## config.mk

```make
export PLATFORM = sky130hd
export DESIGN_NAME = instruction_cache
export DESIGN_NICKNAME = d
export VERILOG_FILES = /design/src/rtl/instruction_cache.sv
export SDC_FILE = /design/constraint.sdc
export NUM_CORES = 1
export LEC_CHECK = 0
export CORE_MARGIN = 1
export CORE_UTILIZATION = 40
export CTS_CLUSTER_SIZE = 10
export DETAILED_ROUTE_END_ITERATION = 8
export PLACE_DENSITY = 0.57
export SLEW_MARGIN = 5
export SYNTH_ARGS = -nofsm -noshare
export SYNTH_HDL_FRONTEND = slang
export SYNTH_SLANG_ARGS = --single-unit
```

## constraint.sdc

```tcl
create_clock -name clk -period 11.7 [get_ports clk]
set_input_delay 2.34 -clock clk [delete_from_list [all_inputs] [get_ports clk]]
set_output_delay 2.34 -clock clk [all_outputs]
set_load 0.01 [all_outputs]
```

## src/rtl/instruction_cache.sv

```systemverilog
// Direct-mapped read-only instruction cache with 4-word blocks.
// Hits return combinationally; misses stall the PC while a block is refilled.
module instruction_cache #(
    parameter int N          = 32,
    parameter int INDEX_BITS = 3
) (
    input  logic           clk,
    input  logic           reset,
    input  logic [N-1:0]   pc,
    output logic [31:0]    instruction,
    output logic           busywait,
    output logic           mem_read,
    output logic [N-5:0]   mem_address,
    input  logic [127:0]   mem_readdata,
    input  logic           mem_busywait
);

    localparam int LINES = 1 << INDEX_BITS;
    localparam int TAG_W = N - INDEX_BITS - 4;
    localparam logic [31:0] NOP = 32'h0000_0013;

    typedef enum logic [1:0] {
        IDLE,
        MEM_READ,
        FILL
    } state_t;

    state_t                 r_state;
    state_t                 w_next_state;
    logic [LINES-1:0]       r_valid;
    logic [TAG_W-1:0]       r_tag [LINES];
    logic [127:0]           r_data [LINES];
    logic [127:0]           r_fill_buf;

    logic [INDEX_BITS-1:0]  w_index;
    logic [TAG_W-1:0]       w_tag;
    logic [1:0]             w_offset;
    logic                   w_hit;
    logic [31:0]            w_word;
    logic                   w_fill_we;
    logic                   w_unused_pc;

    assign w_index     = pc[INDEX_BITS+3:4];
    assign w_tag       = pc[N-1:INDEX_BITS+4];
    assign w_offset    = pc[3:2];
    assign w_unused_pc = ^pc[1:0];
    assign w_hit       = r_valid[w_index] && (r_tag[w_index] == w_tag);
    assign w_word      = r_data[w_index][{w_offset, 5'd0} +: 32];
    // A reset landing on the FILL edge must not leave a half-committed line.
    assign w_fill_we   = (r_state == FILL) && !reset;

    always_ff @(posedge clk) begin
        if (reset) begin
            r_state <= IDLE;
            r_valid <= '0;
        end else begin
            r_state <= w_next_state;
            if (r_state == FILL) begin
                r_valid[w_index] <= 1'b1;
            end
        end
    end

    always_ff @(posedge clk) begin
        if (r_state == MEM_READ && !mem_busywait) begin
            r_fill_buf <= mem_readdata;
        end
        if (w_fill_we) begin
            r_data[w_index] <= r_fill_buf;
            r_tag[w_index]  <= w_tag;
        end
    end

    always_comb begin
        w_next_state = r_state;
        instruction  = NOP;
        busywait     = 1'b0;
        mem_read     = 1'b0;
        mem_address  = '0;
        case (r_state)
            IDLE: begin
                if (w_hit) begin
                    instruction = w_word;
                end else begin
                    busywait     = 1'b1;
                    w_next_state = MEM_READ;
                end
            end
            MEM_READ: begin
                busywait    = 1'b1;
                mem_read    = 1'b1;
                mem_address = pc[N-1:4];
                if (!mem_busywait) begin
                    w_next_state = FILL;
                end
            end
            FILL: begin
                busywait     = 1'b1;
                w_next_state = IDLE;
            end
            default: begin
                w_next_state = IDLE;
            end
        endcase
    end

endmodule

```

==> impl_metrics.json, run 1 <==
{
  "row_count": 131,
  "cpPeakStageDelay_ns": 0.65,
  "synth_compound_area_share_pct": 8.02,
  "fin_skew_ns": 0.0246,
  "pin_count": 225,
  "critPathSlowestCell": "buf_4",
  "post_cts_resized": 0,
  "numCtsBuffers": 156,
  "overflow": 0,
  "synth_top_family_by_area": "compound AO/OA/AOI/OAI gates",
  "critPathArrivalTime_ns": 7.00,
  "cpMostUsedCell": "buf_4",
  "slew_violations": 0,
  "slew_headroom_pct": 15.1,
  "ant_nets": 0,
  "max_freq_mhz": 107,
  "num_vias": 28700,
  "yosys.area_share.simple_pct": 3.12,
  "synthArstFlopShare_pct": 0,
  "drc": 0,
  "crit_required_ns": 9.36,
  "setup-violations-final": 0,
  "setup_slack_ns": 2.36,
  "leakage_nw": 19.0,
  "rsz0062_at_grt": "false",
  "synth.distinct_cells": 68,
  "drt-total-wl_microns": 145000,
  "clkTransAtPathRegs_ns": 0.06,
  "finalNetCount": 3283,
  "yosys_most_used_dff": "edfxtp_1",
  "synth_warnings": 0,
  "antenna_found_initial": 6,
  "synthTopCellsByCount": "edfxtp_1, o22ai_1, nor2_1, mux2i_1, mux2_2",
  "grt_max_degree": 129,
  "tightest_slew_ns": 1.27,
  "initial_core_util_pct": 40.3,
  "crit_path_max_fanout": 44,
  "dp_hpwl_microns": 76300,
  "firstDrtPassIters": 5,
  "wl_per_cell_microns": 30.1,
  "drive_gt1_share_pct": 14.0,
  "grt_pass1_vias": 29000,
  "synth.most_common_cell": "edfxtp_1",
  "synth_fa_ha_area_share_pct": 0.0974,
  "dieArea_sq_mm": 0.130,
  "drt_iter0_drc": 3204,
  "endpoint_kind": "output port",
  "hold_viol_final": 0,
  "status": "complete, no violations",
  "grt_pass1_wl_microns": 205000,
  "synthesis.area_sq_mm": 0.0514,
  "portBuffers": 222,
  "cts-htree-levels": 4,
  "fin_util_pct": 47.0,
  "die_h_microns": 360,
  "via_per_inst": 5.95,
  "design.core.area_sq_mm": 0.128,
  "synth.area.top_cells": "edfxtp_1, mux2_2, mux2i_1",
  "dp_slack_ns": 2.17,
  "clockBufferDepth": 3,
  "cts_root_buffer": "clkbuf_16",
  "timing.final.crit_share_pct": 79.8,
  "post_cts_buffers": 0,
  "synthMuxAreaShare_pct": 7.45,
  "fin_setup_tns_ns": 0,
  "cts.sinks": 1362,
  "synthXorXnorAreaFrac_pct": 0.205,
  "drv_cap": 0,
  "ys_ff_latch": 1362,
  "syn_nets": 2999,
  "synth_top_area_share_pct": 79.0,
  "synth-seq-area-share_pct": 79.4,
  "grt_util_all_layers_pct": 21.9,
  "postCtsHoldBufs": 0,
  "diodes": 0,
  "total_power_mw": 10.2,
  "p_per_area_mw_per_mm2": 171,
  "hold_class": "reg2reg",
  "area_growth_pct": 16.8,
  "syn-instance-count": 2832,
  "dp.cells": 4620,
  "clk_latency_ns": 0.75,
  "synth_edf_count": 1352,
  "yosys.area.top_type": "edfxtp_1",
  "final_cells": 4821,
  "crit_chain": "buf_8 -> buf_4 -> inv_2 -> buf_4 -> nand2_1 -> buf_4 -> nor2_1 -> a21oi_1 -> o21ai_0 -> o311ai_0 -> o311a_1 -> clkdlybuf4s50_1",
  "worstSetupPathType": "in2out",
  "die_x_microns": 360,
  "ir_drop_uv": 139,
  "gp_congestion": 0.778,
  "syn_area_per_cell_sq_um": 18.1,
  "period_minus_slack_ns": 9.34,
  "cts_tree": "built",
  "startpoint_type": "input pin"
}
-- power by group --
group | internal (mW) | leakage [nW] | switching [mW] | total, mW
Clock | 2.45 | 2.10 | 1.80 | 4.26
Sequential | 5.42 | 12.3 | 0.0536 | 5.47
Combinational | 0.190 | 4.67 | 0.324 | 0.514
Total | 8.06 | 19.0 | 2.18 | 10.2
-- sequential cells by signal, summed over array words and instances, names as in the netlist --
name        cells
r_data       1024
r_fill_buf    128
r_state         2
r_tag         200
r_valid         8
-- placed cells by master (no fill, tap or decap), types with 8 or more instances in the layout --
cell	instances
a2111oi_0	9
a211oi_1	16
a21oi_1	90
a221o_1	9
a221oi_1	24
a22oi_1	29
and2_1	30
buf_12	11
buf_4	63
clkbuf_1	25
clkbuf_16	160
clkdlybuf4s50_1	217
dfxtp_1	10
edfxtp_1	1352
inv_1	13
mux2_1	16
mux2_2	126
mux2i_1	135
mux4_2	39
nand2_1	57
nand2_2	8
nand3_1	15
nor2_1	127
nor2_4	8
nor3_1	31
nor4_1	21
o2111ai_1	9
o211ai_1	9
o21ai_0	91
o221ai_1	47
o22ai_1	212
o311a_1	25
-- area by class of cell --
cell class                 instances  area (sq um)
timing repair buffer             294          2900
multi-input combinational       1285          9820
clock inverter                    15           188
tap                             1662          2080
inverter                          17          66.3
sequential                      1362         40800
fill                           10600         67600
clock buffer                     186          4110
-- layer usage --
metal	part of all wire [%]	vias to the layer above	track usage, %
li1	-	12100	-
met1	43	15100	30.1
met2	48	1295	36.3
met5	0.019	-	0
met3	7.1	224	3.73
met4	2.0	4	5.53
-- critical path: cells and delay by family --
kind / cells / cell delay [ns]
and+or+nand+nor: 2 / 0.67
buffers and inverters: 6 / 2.79
AOI/OAI and AO/OA: 4 / 1.13
-- metrics by stage --
stage / area, sq um / hold slack, ns
global placement: 55700 / 0.456
floorplan: 51400 / 0.449
global route: 60000 / 0.488
detailed placement: 55700 / 0.466
CTS: 60000 / 0.474
finish: 60000 / 0.480
-- cell families (layout without fill, tap and decap cells) --
family	after synthesis	after routing
AO/OA/AOI/OAI	613	613
XOR/XNOR	12	12
adder cells (fa/ha/maj)	4	4
buffers and inverters	185	512
flip-flops	1362	1362
multiplexers	316	316
AND/OR/NAND/NOR	340	340
-- final timing paths --
| path | startpoint | to | slack, ns | cells past startpoint |
|---|---|---|---|---|
| min | r_valid[4]$_SDFFE_PP0N_ | r_valid[4]$_SDFFE_PP0N_ | 0.48 | 2 |
| max | pc[4] | instruction[7] | 2.36 | 12 |
| min reg2reg | r_valid[4]$_SDFFE_PP0N_ | r_valid[4]$_SDFFE_PP0N_ | 0.48 | 2 |
| max reg2reg | r_state[0]$_SDFFE_PP0P_ | r_fill_buf[39]$_DFFE_PP_ | 8.37 | 5 |
Note: power is estimated with default switching activity, not from simulation.
==> inputs of run 2 (changes only) <==
- clock period: 11.7 -> 9.27 ns (I/O delays scaled with it)
==> run 2 against run 1 <==
Flip-flop and latch count did not move. Final area is essentially flat. Sequential power rose by 26%. Die area unchanged. Wire length grew 0.62%. Global-route usage rose by 0.20 points. Critical path type unchanged. Critical endpoint is now instruction[15].
==> impl_metrics.json, run 2 (same netlist as run 1, synthesis figures left out) <==
{
  "status": "complete, no violations",
  "regMostFlops": "r_data",
  "overflow": 0,
  "firstDrtPassIters": 6,
  "period_minus_slack_ns": 7.91,
  "critPathArrivalTime_ns": 6.06,
  "critPathSlowestCell": "clkdlybuf4s50_1",
  "final_common_cell": "edfxtp_1",
  "startpoint": "pc[6]",
  "hold_class": "reg2reg",
  "hold_end": "r_valid[2]$_SDFFE_PP0N_",
  "pin_count": 225,
  "numCtsBuffers": 156,
  "grt_max_degree": 133,
  "dieArea_sq_mm": 0.130,
  "clk_latency_ns": 0.77,
  "setup-violations-final": 0,
  "clockBufferDepth": 3,
  "cts-htree-levels": 4,
  "drc": 0,
  "cpMostUsedCell": "buf_4",
  "fill_cells": 10600,
  "hold_viol_final": 0,
  "placed_area_sq_mm": 0.0558,
  "antenna_found_initial": 6,
  "post_cts_resized": 0,
  "timing.critical_path.buf_inv": 4,
  "fin_skew_ns": 0.0239,
  "area_growth_pct": 16.9,
  "r2r_start": "r_state[0]$_SDFFE_PP0P_",
  "final_cells": 4825,
  "wl_per_cell_microns": 30.2,
  "die_x_microns": 360,
  "p_per_area_mw_per_mm2": 214,
  "drt_iter0_drc": 3297,
  "initial_core_util_pct": 40.3,
  "via_per_inst": 5.95,
  "leakage_nw": 19.1,
  "largest_reg_flops": 1024,
  "post_cts_buffers": 0,
  "cts_root_buffer": "clkbuf_16",
  "design.core.area_sq_mm": 0.128,
  "ir_drop_uv": 195,
  "crit_family": "simple AND/OR/NAND/NOR gates",
  "dp_hpwl_microns": 77800,
  "num_vias": 28700,
  "top_regs": "r_data x1024, r_tag x200, r_fill_buf x128",
  "timing.final.crit_share_pct": 85.4,
  "dp.cells": 4629,
  "crit_required_ns": 7.42,
  "clkTransAtPathRegs_ns": 0.06,
  "gp_congestion": 0.769,
  "crit_chain": "buf_4 -> buf_4 -> and2_1 -> a22oi_1 -> and3b_1 -> nor4_1 -> nand4_1 -> nor4_4 -> buf_12 -> and3_1 -> clkdlybuf4s50_1",
  "grt_util_all_layers_pct": 22.1,
  "crit_path_max_fanout": 34,
  "grt_pass1_wl_microns": 207000,
  "die_h_microns": 360,
  "rsz0062_at_grt": "false",
  "endpoint_kind": "output port",
  "drt-total-wl_microns": 146000,
  "worstSetupPathType": "in2out",
  "stdcell_area_sq_mm": 0.0600,
  "drv_cap": 0,
  "rrSetupSlack_ns": 5.74,
  "cts_tree": "built",
  "ant_nets": 0,
  "drive_gt1_share_pct": 14.2,
  "grt_pass1_vias": 28700,
  "tightest_slew_ns": 1.16,
  "r2r_end": "r_fill_buf[17]$_DFFE_PP_",
  "row_count": 131,
  "r2r_cells": 4,
  "min_path_cells": 2,
  "slew_violations": 0,
  "slew_headroom_pct": 22.2,
  "postCtsHoldBufs": 0,
  "cpPeakStageDelay_ns": 0.64,
  "cts.sinks": 1362,
  "startpoint_type": "input pin",
  "final_cell_mix": "edfxtp_1, clkdlybuf4s50_1, o22ai_1, clkbuf_16, mux2i_1",
  "holdCritStartpoint": "r_valid[2]$_SDFFE_PP0N_",
  "finalNetCount": 3292,
  "portBuffers": 222,
  "max_freq_mhz": 126,
  "fin_setup_tns_ns": 0,
  "cp.depth": 11
}
## run 2: cell count changes in the layout (fill, tap and decap cells not counted), sizes merged
cell	before	now
clkbuf	186	178
buf	77	86
diode	0	2
clkinvlp	0	1
## run 2: final cells by class
| class | count | area (sq um) | share of cell area (%) |
|---|---|---|---|
| Sequential cell | 1362 | 40800 | 68.0 |
| Tap cell | 1662 | 2080 | 3.46 |
| Antenna cell | 2 | 5.00 | 0.00834 |
| Inverter | 17 | 66.3 | 0.110 |
| Clock inverter | 16 | 200 | 0.334 |
| Multi-Input combinational cell | 1285 | 9810 | 16.4 |
| Clock buffer | 178 | 4040 | 6.73 |
| Timing Repair Buffer | 303 | 3020 | 5.03 |
## run 2: worst register-to-register path: stages (launching register included)
cell     delay [ns]
dfxtp_1        0.42
ha_1           0.61
buf_4          0.34
nor2b_4        0.83
buf_4          0.86
## run 2: how the worst max path moves through the flow
stage / slack (ns) / endpoint
2_1_floorplan: 1.07 / r_fill_buf[0]$_DFFE_PP_
3_3_place_gp: 1.35 / instruction[15]
3_5_place_dp: 1.39 / instruction[15]
4_1_cts: 1.35 / instruction[15]
5_1_grt: 1.22 / instruction[15]
6_report: 1.36 / instruction[15]
## run 2: per-stage QoR
step           setup WS (ns)  total power, mW  hold WS, ns  utilization (%)
4_1_cts                 1.35             13.0        0.473             47.1
3_5_place_dp            1.39             7.68        0.464             43.7
5_1_grt                 1.22             13.2        0.498             47.1
2_1_floorplan           1.07             7.33        0.449                -
6_report                1.36             12.9        0.473             47.1
3_3_place_gp            1.35             7.67        0.456             43.7
## run 2: layer usage
layer / GRT usage, % / wire length (microns) / vias up
li1: - / - / 12100
met1: 31.2 / 62300 / 15000
met2: 35.8 / 69800 / 1366
met3: 3.58 / 10700 / 221
met4: 5.77 / 3010 / 2
met5: 0 / 12 / -
## run 2: report_power, final
group	switching, mW	total [mW]	internal, mW
clock network	2.26	5.31	3.05
registers	0.0660	6.90	6.84
logic	0.412	0.654	0.242
